## src/rtl/axi4_lite_command_master_if.sv

```systemverilog
// rtl/axi4_lite_command_master_if.sv - AXI4-Lite AW/W/B/AR/R bundle between command master and slave
interface axi4_lite_command_master_if #(
   parameter int p_ADDRESS_WIDTH = 2,
   parameter int p_DATA_WIDTH    = 8
);
   localparam int lp_STROBE_WIDTH = (p_DATA_WIDTH >= 8) ? p_DATA_WIDTH / 8 : 1;

   logic [p_ADDRESS_WIDTH-1:0] awaddr;
   logic [2:0]                 awprot;
   logic                       awvalid;
   logic                       awready;

   logic [p_DATA_WIDTH-1:0]    wdata;
   logic [lp_STROBE_WIDTH-1:0] wstrb;
   logic                       wvalid;
   logic                       wready;

   logic [1:0]                 bresp;
   logic                       bvalid;
   logic                       bready;

   logic [p_ADDRESS_WIDTH-1:0] araddr;
   logic [2:0]                 arprot;
   logic                       arvalid;
   logic                       arready;

   logic [p_DATA_WIDTH-1:0]    rdata;
   logic [1:0]                 rresp;
   logic                       rvalid;
   logic                       rready;

   modport master (
      output awaddr, awprot, awvalid,
      input  awready,
      output wdata, wstrb, wvalid,
      input  wready,
      input  bresp, bvalid,
      output bready,
      output araddr, arprot, arvalid,
      input  arready,
      input  rdata, rresp, rvalid,
      output rready
   );

   modport slave (
      input  awaddr, awprot, awvalid,
      output awready,
      input  wdata, wstrb, wvalid,
      output wready,
      output bresp, bvalid,
      input  bready,
      input  araddr, arprot, arvalid,
      output arready,
      output rdata, rresp, rvalid,
      input  rready
   );
endinterface

```

## src/rtl/axi4_lite_command_master.sv

```systemverilog
// rtl/axi4_lite_command_master.sv - single-outstanding AXI4-Lite master fed by a command/response port
module axi4_lite_command_master #(
   parameter  int p_ADDRESS_WIDTH = 2,
   parameter  int p_DATA_WIDTH    = 8,
   localparam int lp_STROBE_WIDTH = (p_DATA_WIDTH >= 8) ? p_DATA_WIDTH / 8 : 1
) (
   input  logic                       i_ACLK,
   input  logic                       i_ARESETN,

   input  logic                       i_CMD_VALID,
   output logic                       o_CMD_READY,
   input  logic                       i_CMD_WRITE,
   input  logic [p_ADDRESS_WIDTH-1:0] i_CMD_ADDR,
   input  logic [p_DATA_WIDTH-1:0]    i_CMD_WDATA,
   input  logic [lp_STROBE_WIDTH-1:0] i_CMD_WSTRB,

   output logic                       o_RSP_VALID,
   input  logic                       i_RSP_READY,
   output logic                       o_RSP_WRITE,
   output logic [p_DATA_WIDTH-1:0]    o_RSP_RDATA,
   output logic [1:0]                 o_RSP_RESP,

   axi4_lite_command_master_if.master m_axi
);

   localparam logic [2:0] lp_STATE_IDLE   = 3'd0;
   localparam logic [2:0] lp_STATE_WRITE  = 3'd1;
   localparam logic [2:0] lp_STATE_WAIT_B = 3'd2;
   localparam logic [2:0] lp_STATE_READ   = 3'd3;
   localparam logic [2:0] lp_STATE_WAIT_R = 3'd4;
   localparam logic [2:0] lp_STATE_RESP   = 3'd5;

   logic [2:0] state;

   // Protection attributes are fixed: unprivileged, secure, data access.
   assign m_axi.awprot = 3'b000;
   assign m_axi.arprot = 3'b000;

   // Transaction FSM; every output is a register so the slave sees clean edges.
   always_ff @(posedge i_ACLK) begin
      if (!i_ARESETN) begin
         state         <= lp_STATE_IDLE;
         o_CMD_READY   <= 1'b0;
         o_RSP_VALID   <= 1'b0;
         o_RSP_WRITE   <= 1'b0;
         o_RSP_RDATA   <= '0;
         o_RSP_RESP    <= 2'b00;
         m_axi.awaddr  <= '0;
         m_axi.awvalid <= 1'b0;
         m_axi.wdata   <= '0;
         m_axi.wstrb   <= '0;
         m_axi.wvalid  <= 1'b0;
         m_axi.bready  <= 1'b0;
         m_axi.araddr  <= '0;
         m_axi.arvalid <= 1'b0;
         m_axi.rready  <= 1'b0;
      end else begin
         case (state)
            lp_STATE_IDLE: begin
               if (i_CMD_VALID && o_CMD_READY) begin
                  o_CMD_READY <= 1'b0;
                  if (i_CMD_WRITE) begin
                     m_axi.awaddr  <= i_CMD_ADDR;
                     m_axi.wdata   <= i_CMD_WDATA;
                     m_axi.wstrb   <= i_CMD_WSTRB;
                     m_axi.awvalid <= 1'b1;
                     m_axi.wvalid  <= 1'b1;
                     state         <= lp_STATE_WRITE;
                  end else begin
                     m_axi.araddr  <= i_CMD_ADDR;
                     m_axi.arvalid <= 1'b1;
                     state         <= lp_STATE_READ;
                  end
               end else begin
                  // Also covers the first edge after reset release.
                  o_CMD_READY <= 1'b1;
               end
            end

            lp_STATE_WRITE: begin
               // AW and W complete independently; each valid drops once and stays low.
               if (m_axi.awvalid && m_axi.awready) begin
                  m_axi.awvalid <= 1'b0;
               end
               if (m_axi.wvalid && m_axi.wready) begin
                  m_axi.wvalid <= 1'b0;
               end
               if ((!m_axi.awvalid || m_axi.awready) && (!m_axi.wvalid || m_axi.wready)) begin
                  m_axi.bready <= 1'b1;
                  state        <= lp_STATE_WAIT_B;
               end
            end

            lp_STATE_WAIT_B: begin
               if (m_axi.bvalid && m_axi.bready) begin
                  m_axi.bready <= 1'b0;
                  o_RSP_VALID  <= 1'b1;
                  o_RSP_WRITE  <= 1'b1;
                  o_RSP_RDATA  <= '0;
                  o_RSP_RESP   <= m_axi.bresp;
                  state        <= lp_STATE_RESP;
               end
            end

            lp_STATE_READ: begin
               if (m_axi.arready) begin
                  m_axi.arvalid <= 1'b0;
                  m_axi.rready  <= 1'b1;
                  state         <= lp_STATE_WAIT_R;
               end
            end

            lp_STATE_WAIT_R: begin
               if (m_axi.rvalid && m_axi.rready) begin
                  m_axi.rready <= 1'b0;
                  o_RSP_VALID  <= 1'b1;
                  o_RSP_WRITE  <= 1'b0;
                  o_RSP_RDATA  <= m_axi.rdata;
                  o_RSP_RESP   <= m_axi.rresp;
                  state        <= lp_STATE_RESP;
               end
            end

            lp_STATE_RESP: begin
               if (i_RSP_READY) begin
                  o_RSP_VALID <= 1'b0;
                  o_CMD_READY <= 1'b1;
                  state       <= lp_STATE_IDLE;
               end
            end

            default: begin
               state <= lp_STATE_IDLE;
            end
         endcase
      end
   end

endmodule

```

## src/flat_wrapper.sv

```systemverilog
// flat-port wrapper written by rule: the top's interface ports become plain ports
module axi4_lite_command_master_flat 
#(
   parameter  int p_ADDRESS_WIDTH = 2,
   parameter  int p_DATA_WIDTH    = 8,
   localparam int lp_STROBE_WIDTH = (p_DATA_WIDTH >= 8) ? p_DATA_WIDTH / 8 : 1
)
  (i_ACLK, i_ARESETN, i_CMD_VALID, o_CMD_READY, i_CMD_WRITE, i_CMD_ADDR, i_CMD_WDATA, i_CMD_WSTRB, o_RSP_VALID, i_RSP_READY, o_RSP_WRITE, o_RSP_RDATA, o_RSP_RESP, m_axi_awaddr, m_axi_awprot, m_axi_awvalid, m_axi_awready, m_axi_wdata, m_axi_wstrb, m_axi_wvalid, m_axi_wready, m_axi_bresp, m_axi_bvalid, m_axi_bready, m_axi_araddr, m_axi_arprot, m_axi_arvalid, m_axi_arready, m_axi_rdata, m_axi_rresp, m_axi_rvalid, m_axi_rready);
  axi4_lite_command_master_if #(.p_ADDRESS_WIDTH(p_ADDRESS_WIDTH), .p_DATA_WIDTH(p_DATA_WIDTH)) m_axi_i ();
  input  logic i_ACLK;
  input  logic i_ARESETN;
  input  logic i_CMD_VALID;
  output logic o_CMD_READY;
  input  logic i_CMD_WRITE;
  input  logic [p_ADDRESS_WIDTH-1:0] i_CMD_ADDR;
  input  logic [p_DATA_WIDTH-1:0] i_CMD_WDATA;
  input  logic [lp_STROBE_WIDTH-1:0] i_CMD_WSTRB;
  output logic o_RSP_VALID;
  input  logic i_RSP_READY;
  output logic o_RSP_WRITE;
  output logic [p_DATA_WIDTH-1:0] o_RSP_RDATA;
  output logic [1:0] o_RSP_RESP;
  output wire logic [$bits(m_axi_i.awaddr)-1:0] m_axi_awaddr;
  output wire logic [$bits(m_axi_i.awprot)-1:0] m_axi_awprot;
  output wire logic [$bits(m_axi_i.awvalid)-1:0] m_axi_awvalid;
  input wire logic [$bits(m_axi_i.awready)-1:0] m_axi_awready;
  output wire logic [$bits(m_axi_i.wdata)-1:0] m_axi_wdata;
  output wire logic [$bits(m_axi_i.wstrb)-1:0] m_axi_wstrb;
  output wire logic [$bits(m_axi_i.wvalid)-1:0] m_axi_wvalid;
  input wire logic [$bits(m_axi_i.wready)-1:0] m_axi_wready;
  input wire logic [$bits(m_axi_i.bresp)-1:0] m_axi_bresp;
  input wire logic [$bits(m_axi_i.bvalid)-1:0] m_axi_bvalid;
  output wire logic [$bits(m_axi_i.bready)-1:0] m_axi_bready;
  output wire logic [$bits(m_axi_i.araddr)-1:0] m_axi_araddr;
  output wire logic [$bits(m_axi_i.arprot)-1:0] m_axi_arprot;
  output wire logic [$bits(m_axi_i.arvalid)-1:0] m_axi_arvalid;
  input wire logic [$bits(m_axi_i.arready)-1:0] m_axi_arready;
  input wire logic [$bits(m_axi_i.rdata)-1:0] m_axi_rdata;
  input wire logic [$bits(m_axi_i.rresp)-1:0] m_axi_rresp;
  input wire logic [$bits(m_axi_i.rvalid)-1:0] m_axi_rvalid;
  output wire logic [$bits(m_axi_i.rready)-1:0] m_axi_rready;
  assign m_axi_awaddr = m_axi_i.awaddr;
  assign m_axi_awprot = m_axi_i.awprot;
  assign m_axi_awvalid = m_axi_i.awvalid;
  assign m_axi_i.awready = m_axi_awready;
  assign m_axi_wdata = m_axi_i.wdata;
  assign m_axi_wstrb = m_axi_i.wstrb;
  assign m_axi_wvalid = m_axi_i.wvalid;
  assign m_axi_i.wready = m_axi_wready;
  assign m_axi_i.bresp = m_axi_bresp;
  assign m_axi_i.bvalid = m_axi_bvalid;
  assign m_axi_bready = m_axi_i.bready;
  assign m_axi_araddr = m_axi_i.araddr;
  assign m_axi_arprot = m_axi_i.arprot;
  assign m_axi_arvalid = m_axi_i.arvalid;
  assign m_axi_i.arready = m_axi_arready;
  assign m_axi_i.rdata = m_axi_rdata;
  assign m_axi_i.rresp = m_axi_rresp;
  assign m_axi_i.rvalid = m_axi_rvalid;
  assign m_axi_rready = m_axi_i.rready;
  axi4_lite_command_master #(.p_ADDRESS_WIDTH(p_ADDRESS_WIDTH), .p_DATA_WIDTH(p_DATA_WIDTH)) u_core (.i_ACLK(i_ACLK), .i_ARESETN(i_ARESETN), .i_CMD_VALID(i_CMD_VALID), .o_CMD_READY(o_CMD_READY), .i_CMD_WRITE(i_CMD_WRITE), .i_CMD_ADDR(i_CMD_ADDR), .i_CMD_WDATA(i_CMD_WDATA), .i_CMD_WSTRB(i_CMD_WSTRB), .o_RSP_VALID(o_RSP_VALID), .i_RSP_READY(i_RSP_READY), .o_RSP_WRITE(o_RSP_WRITE), .o_RSP_RDATA(o_RSP_RDATA), .o_RSP_RESP(o_RSP_RESP), .m_axi(m_axi_i));
endmodule
```

## config.mk

```make
export PLATFORM = sky130hd
export DESIGN_NAME = axi4_lite_command_master_flat
export DESIGN_NICKNAME = d
export VERILOG_FILES = /design/src/rtl/axi4_lite_command_master_if.sv /design/src/rtl/axi4_lite_command_master.sv /design/src/flat_wrapper.sv
export SDC_FILE = /design/constraint.sdc
export NUM_CORES = 1
export LEC_CHECK = 0
export ABC_AREA = 1
export BUFFER_PORTS_ARGS = -buffer_cell sky130_fd_sc_hd__buf_4
export CAP_MARGIN = 20
export CORE_MARGIN = 2
export CORE_UTILIZATION = 48
export CTS_BUF_LIST = sky130_fd_sc_hd__clkbuf_8
export DETAILED_ROUTE_END_ITERATION = 16
export PLACE_DENSITY = 0.81
export SLEW_MARGIN = 25
export SYNTH_ARGS = -nofsm -noshare
export SYNTH_HDL_FRONTEND = slang
export SYNTH_SLANG_ARGS = --single-unit
```

## constraint.sdc

```tcl
create_clock -name i_ACLK -period 1.35 [get_ports i_ACLK]
set_input_delay 0.2025 -clock i_ACLK [delete_from_list [all_inputs] [get_ports i_ACLK]]
set_output_delay 0.2025 -clock i_ACLK [all_outputs]
set_load 0.05 [all_outputs]
```

-- After elaboration in Yosys (flattened, before gate mapping)
Index checks and enable logic that the tools add are counted.
- bitwise operators: 1
- muxes and demuxes: 38
- equality and inequality tests: 15
- reduce and logical (&&, ||, !) cells: 29
- operator list (cell ; count):
    2-to-1 mux 3 bit ; 6
    one-hot mux 3 bit (6 select lines) ; 1
    2-to-1 mux 1 bit ; 16
    2-to-1 mux 8 bit ; 2
    one-hot mux 8 bit (2 select lines) ; 1
    AND reduction 4 bit ; 4
    AND reduction 3 bit ; 5
    one-hot mux 1 bit (2 select lines) ; 7
    != test 2 x 1 -> 1 bit, second input constant ; 6
    nonzero test 2 bit ; 6
    != test 2 bit, second input constant ; 4
    equality test 3 x 2 -> 1 bit, second input constant ; 2
    equality test 3 bit, second input constant ; 2
    logical AND 1 bit ; 6
    2-to-1 mux 2 bit ; 3
    AND reduction 6 bit ; 1
    one-hot mux 2 bit (2 select lines) ; 1
    equality test 3 x 1 -> 1 bit, second input constant ; 1
    zero test 3 bit ; 1
    one-hot mux 1 bit (3 select lines) ; 1
    nonzero test 3 bit ; 1
    zero test 1 bit ; 2
    logical OR 1 bit ; 2
    AND reduction 2 bit ; 1
    inverter 1 bit ; 1
- output and inout port bits: 37
- bits of input ports: 33
- register bits: 34
- word-level logic and storage cells: 98

-- Logic depth before layout (Yosys ltp)
- depth in word-level cells: 5
- gate-level depth with buffers: 9
- depth with buffers taken out: 9

-- Worst setup path before layout
No wires, ideal clock.
- kind: flip-flop to flip-flop
- from: register u_core.o_CMD_READY
- to: register u_core.m_axi.awaddr[1]
- buffers on the path: 1
- path slack: -0.167 ns
- clock period less this slack: 1.517 ns
- data arrival time: 1.400 ns
- required time: 1.234 ns
- setup time: 0.116 ns
- stages on the path, launching flop included: 9
- cell sequence: dfxtp_1 > nand2_1 > nor2_2 > inv_2 > nor2_4 > inv_2 > buf_6 > nor2_2 > nor2_1
- cells in the longest elaborated chain, start to end: 2
- RTL lines (item ; line ; source):
    start: declaration ; axi4_lite_command_master.sv:11 ; output logic o_CMD_READY,
    start signal: assignment ; axi4_lite_command_master.sv:43 ; o_CMD_READY <= 1'b0;
    start signal: assignment ; axi4_lite_command_master.sv:61 ; o_CMD_READY <= 1'b0;
    start signal: assignment ; axi4_lite_command_master.sv:76 ; o_CMD_READY <= 1'b1;
    logical AND 1 bit ; axi4_lite_command_master.sv:60 ; if (i_CMD_VALID && o_CMD_READY) begin
    AND reduction 3 bit (no source line) ; -- ;
    end signal: assignment ; axi4_lite_command_master.sv:63 ; m_axi.awaddr <= i_CMD_ADDR;
    end: declaration ; axi4_lite_command_master_if.sv:33 ; output awaddr, awprot, awvalid,
Every way passes these cells.
A chain may end at the register's enable or synchronous reset.

-- Worst setup path after layout
- from: register u_core.state[0]
- to: register u_core.m_axi.wdata[7]
- cells in the longest elaborated chain, start to end: 2
- RTL lines (item ; line ; source):
    start: declaration ; axi4_lite_command_master.sv:33 ; logic [2:0] state;
    start signal: assignment ; axi4_lite_command_master.sv:42 ; state <= lp_STATE_IDLE;
    start signal: assignment ; axi4_lite_command_master.sv:68 ; state <= lp_STATE_WRITE;
    start signal: assignment ; axi4_lite_command_master.sv:72 ; state <= lp_STATE_READ;
    zero test 3 bit ; axi4_lite_command_master.sv:58 ; case (state)
    AND reduction 3 bit (no source line) ; -- ;
    end signal: assignment ; axi4_lite_command_master.sv:64 ; m_axi.wdata <= i_CMD_WDATA;
    end: declaration ; axi4_lite_command_master_if.sv:35 ; output wdata, wstrb, wvalid,
Every way passes these cells.

==> results.yml <==
sta:
  maxSlewViolCount: 0
  hold_viol: 0
  slew_headroom_pct: 64.51
  final.setup_skew_ns: 0.003794
  rsz0062_at_grt: "yes"
  fin_crit_ns: 1.369
  setup_slack_ns: -0.01913
  period_share_pct: 101.4
  holdWs_ns: 0.1302
  worst_pin_slew_ns: 0.5318
  setup_violations: 1
  timing.fmax_mhz: 730.4
final_layout:
  n_antenna_cell: 0
  drive_gt1_share_pct: 39.79
  fin_nets: 321
  areaGrowthSynthToFinish_pct: 42.82
  instances_no_fill: 333
  final_cell_area_sq_um: 2228
setup_path:
  cp.required_ns: 1.57
  cp_num_buf_inv: 2
  cp-start-kind: "flop"
  critPathCaptureType: "flop"
  crit_path_max_incr_delay_ns: 0.35
  crit_slowest_cell: "dfxtp_2"
  cpMostUsedCell: "nor2_4"
  crit_family: "simple AND/OR/NAND/NOR gates"
  critPathArrivalTime_ns: 1.59
  path_cells: "nor2_4, nand2_4, nor2_4, inv_2, nor2_4, buf_4, o21ai_0, nor2_1"
  path_class: "flop to flop"
  crit_path_max_fanout: 5
synthesis:
  yosysSeqAreaShare_pct: 43.62
  synth_area_per_cell_sq_um: 7.190
  yosys.area_share.adder_pct: 0
  synth_top_family_by_area: "simple AND/OR/NAND/NOR gates"
  ys_seq_elements: 34
  netlist_area_sq_um: 1560
  synth.area.mux_share_pct: 0
  ys_types: 24
  synth-compound-area-share_pct: 13.31
  ys_warn_count: 0
  postSynthCellCount: 217
  synth-simple-area-share_pct: 31.36
  synth_xor_area_share_pct: 0
power:
  p_clk_share_pct: 18.2
  ir_worst_vdd_mv: 0.9681
  seqPwrFrac_pct: 31.4
  p_int_mw: 2.298
  combPwrFrac_pct: 50.5
  p_leak_nw: 1.073
  switching_share_pct: 46.62
  switchingPower_mw: 2.006
  power.density_nw_per_um2: 1931
placement:
  place_congestion: 0.8479
  dp.cells: 323
  dpl_cell_area_sq_um: 2067
  io_buffer_count: 63
  post-dp-hpwl_mm: 2.794
floorplanning:
  die_area_sq_um: 3723
  fp-row-count: 20
  start_util_pct: 50.69
  die_x_um: 61.02
  core_sq_um: 3078
  ioPinCount: 70
  die_h_um: 61.02
grt:
  overflow: 0
  grt_pass1_wl_mm: 6.175
  grt_pass1_vias: 1465
  met3_usage_pct: 8.613
  use_met1_pct: 28.25
  grt_max_degree: 21
  grt-busiest-layer: "met2"
  antenna_found_initial: 0
  grt_use_total_pct: 22.63
  grtUsageMet2_pct: 35.48
routing:
  drt-initial-drc-count: 86
  wl_per_cell_um: 12.15
  firstDrtPassIters: 4
  drc_errors: 0
  vias: 1595
  antenna_left: 0
  via_per_inst: 4.790
  wl_mm: 4.046
clock_tree:
  cts_root_buffer: "clkbuf_8"
  htree_levels: 2
  cts_buffer_depth: 2
  cts_sinks: 34
  cts_buffers: 5
  cts_tree: "yes"
  clock_latency_ns: 0.29
  path_clk_slew_ns: 0.07
  postCtsSetupRepairBufs: 0
status:
  violations: "negative setup slack"
  status: "complete, but fails checks"
hold_path:
  min_path_type: "input port to flop"
job:
  maxCapViolCount: 0
==> tightest hold or removal path: stages <==
cell and delay, ns:
buf_4 0.08, nor2_1 0.03, nor2_1 0.08
==> power groups by stage <==
stage	Clock [mW]	Combinational, mW	Sequential, mW
floorplan	0	0.897	1.89
global placement	0	1.93	1.36
detailed placement	0	1.95	1.36
CTS	0.799	1.96	1.34
global route	0.845	2.35	1.38
finish	0.781	2.17	1.35
==> stage by stage <==
step | TNS, ns | worst slack (ns) | util (%) | total power, mW
after global routing | -1.022 | -0.08777 | 72.40 | 4.570
after CTS | 0 | 0.001856 | 70.24 | 4.096
after global placement | 0 | 0.04012 | 67.15 | 3.285
final | -0.01913 | -0.01913 | 72.40 | 4.304
after floorplan | 0 | 0.01990 | - | 2.789
after detailed placement | 0 | 0.02127 | 67.15 | 3.308
==> synthesized netlist by cell type <==
cell type	count	area, sq um
and2_1	1	6.260
nand4_1	3	18.77
o21ai_0	19	95.09
a21oi_1	16	80.08
inv_2	5	18.77
clkbuf_2	1	5.000
a21oi_4	1	16.27
nor2_2	10	62.56
clkbuf_1	1	3.750
nor2_1	33	123.9
nand2_2	2	12.51
buf_6	3	33.78
a211oi_1	1	7.510
nand2_1	43	161.4
conb_1	1	3.750
buf_4	6	45.04
a21oi_2	1	8.760
inv_1	16	60.06
buf_1	1	3.750
clkinv_1	1	3.750
nor2_4	3	33.78
dfxtp_1	34	680.7
nand3_1	14	70.07
buf_2	1	5.000
==> what timing repair did <==
action	CTS	global route
setup endpoints to repair	0	30
hold buffers	0	0
gates resized for setup	0	21
endpoints found under the hold margin	0	0
==> path summary, 6_finish.rpt <==
path / slack (ns) / start / cells past startpoint / to
max: -0.02 / u_core.state[0] / 8 / u_core.m_axi.wdata[7]
min: 0.13 / i_CMD_WSTRB / 3 / u_core.m_axi.wstrb
max reg2reg: -0.02 / u_core.state[0] / 8 / u_core.m_axi.wdata[7]
min reg2reg: 0.46 / u_core.m_axi.bready / 2 / u_core.m_axi.bready
==> flip-flops by register name (all words and copies together), names as in the netlist <==
signal / cells
u_core.m_axi.araddr: 2
u_core.m_axi.arvalid: 1
u_core.m_axi.awaddr: 2
u_core.m_axi.awvalid: 1
u_core.m_axi.bready: 1
u_core.m_axi.rready: 1
u_core.m_axi.wdata: 8
u_core.m_axi.wstrb: 1
u_core.m_axi.wvalid: 1
u_core.o_CMD_READY: 1
u_core.o_RSP_RDATA: 8
u_core.o_RSP_RESP: 2
u_core.o_RSP_VALID: 1
u_core.o_RSP_WRITE: 1
u_core.state: 3
==> cell families after synthesis <==
logic type / after synthesis
buf+inv: 35
flops: 34
simple gates: 109
compound gates: 38
other cells: 1
==> per-layer routing <==
| metal | vias up | wire [um] |
|---|---|---|
| met3 | 12 | 254 |
| met5 | - | 0 |
| met4 | 0 | 99 |
| met2 | 57 | 1917 |
| li1 | 817 | - |
| met1 | 709 | 1774 |
==> area by class of cell <==
class | count | area [sq um]
clock buffers | 6 | 82.58
clock inverters | 2 | 12.51
fillers | 259 | 849.6
inverters | 22 | 88.84
multi-input cells | 154 | 765.7
flip-flops and latches | 34 | 686.9
well taps | 44 | 55.05
repair buffers | 71 | 536.8
==> placed cells by master (no fill, tap or decap), types with 2 or more instances in the layout <==
cell,count
buf_4,70
nand2_1,40
nor2_1,30
dfxtp_1,29
o21ai_0,17
a21oi_1,16
inv_1,14
nand3_1,14
nor2_2,11
conb_1,6
clkbuf_8,6
nor2_4,5
inv_2,5
dfxtp_2,5
nand4_1,3
nand2_4,3
nand2_2,3
clkinvlp_4,2
o21ai_1,2
No activity file was read; power rests on OpenSTA's default activity.
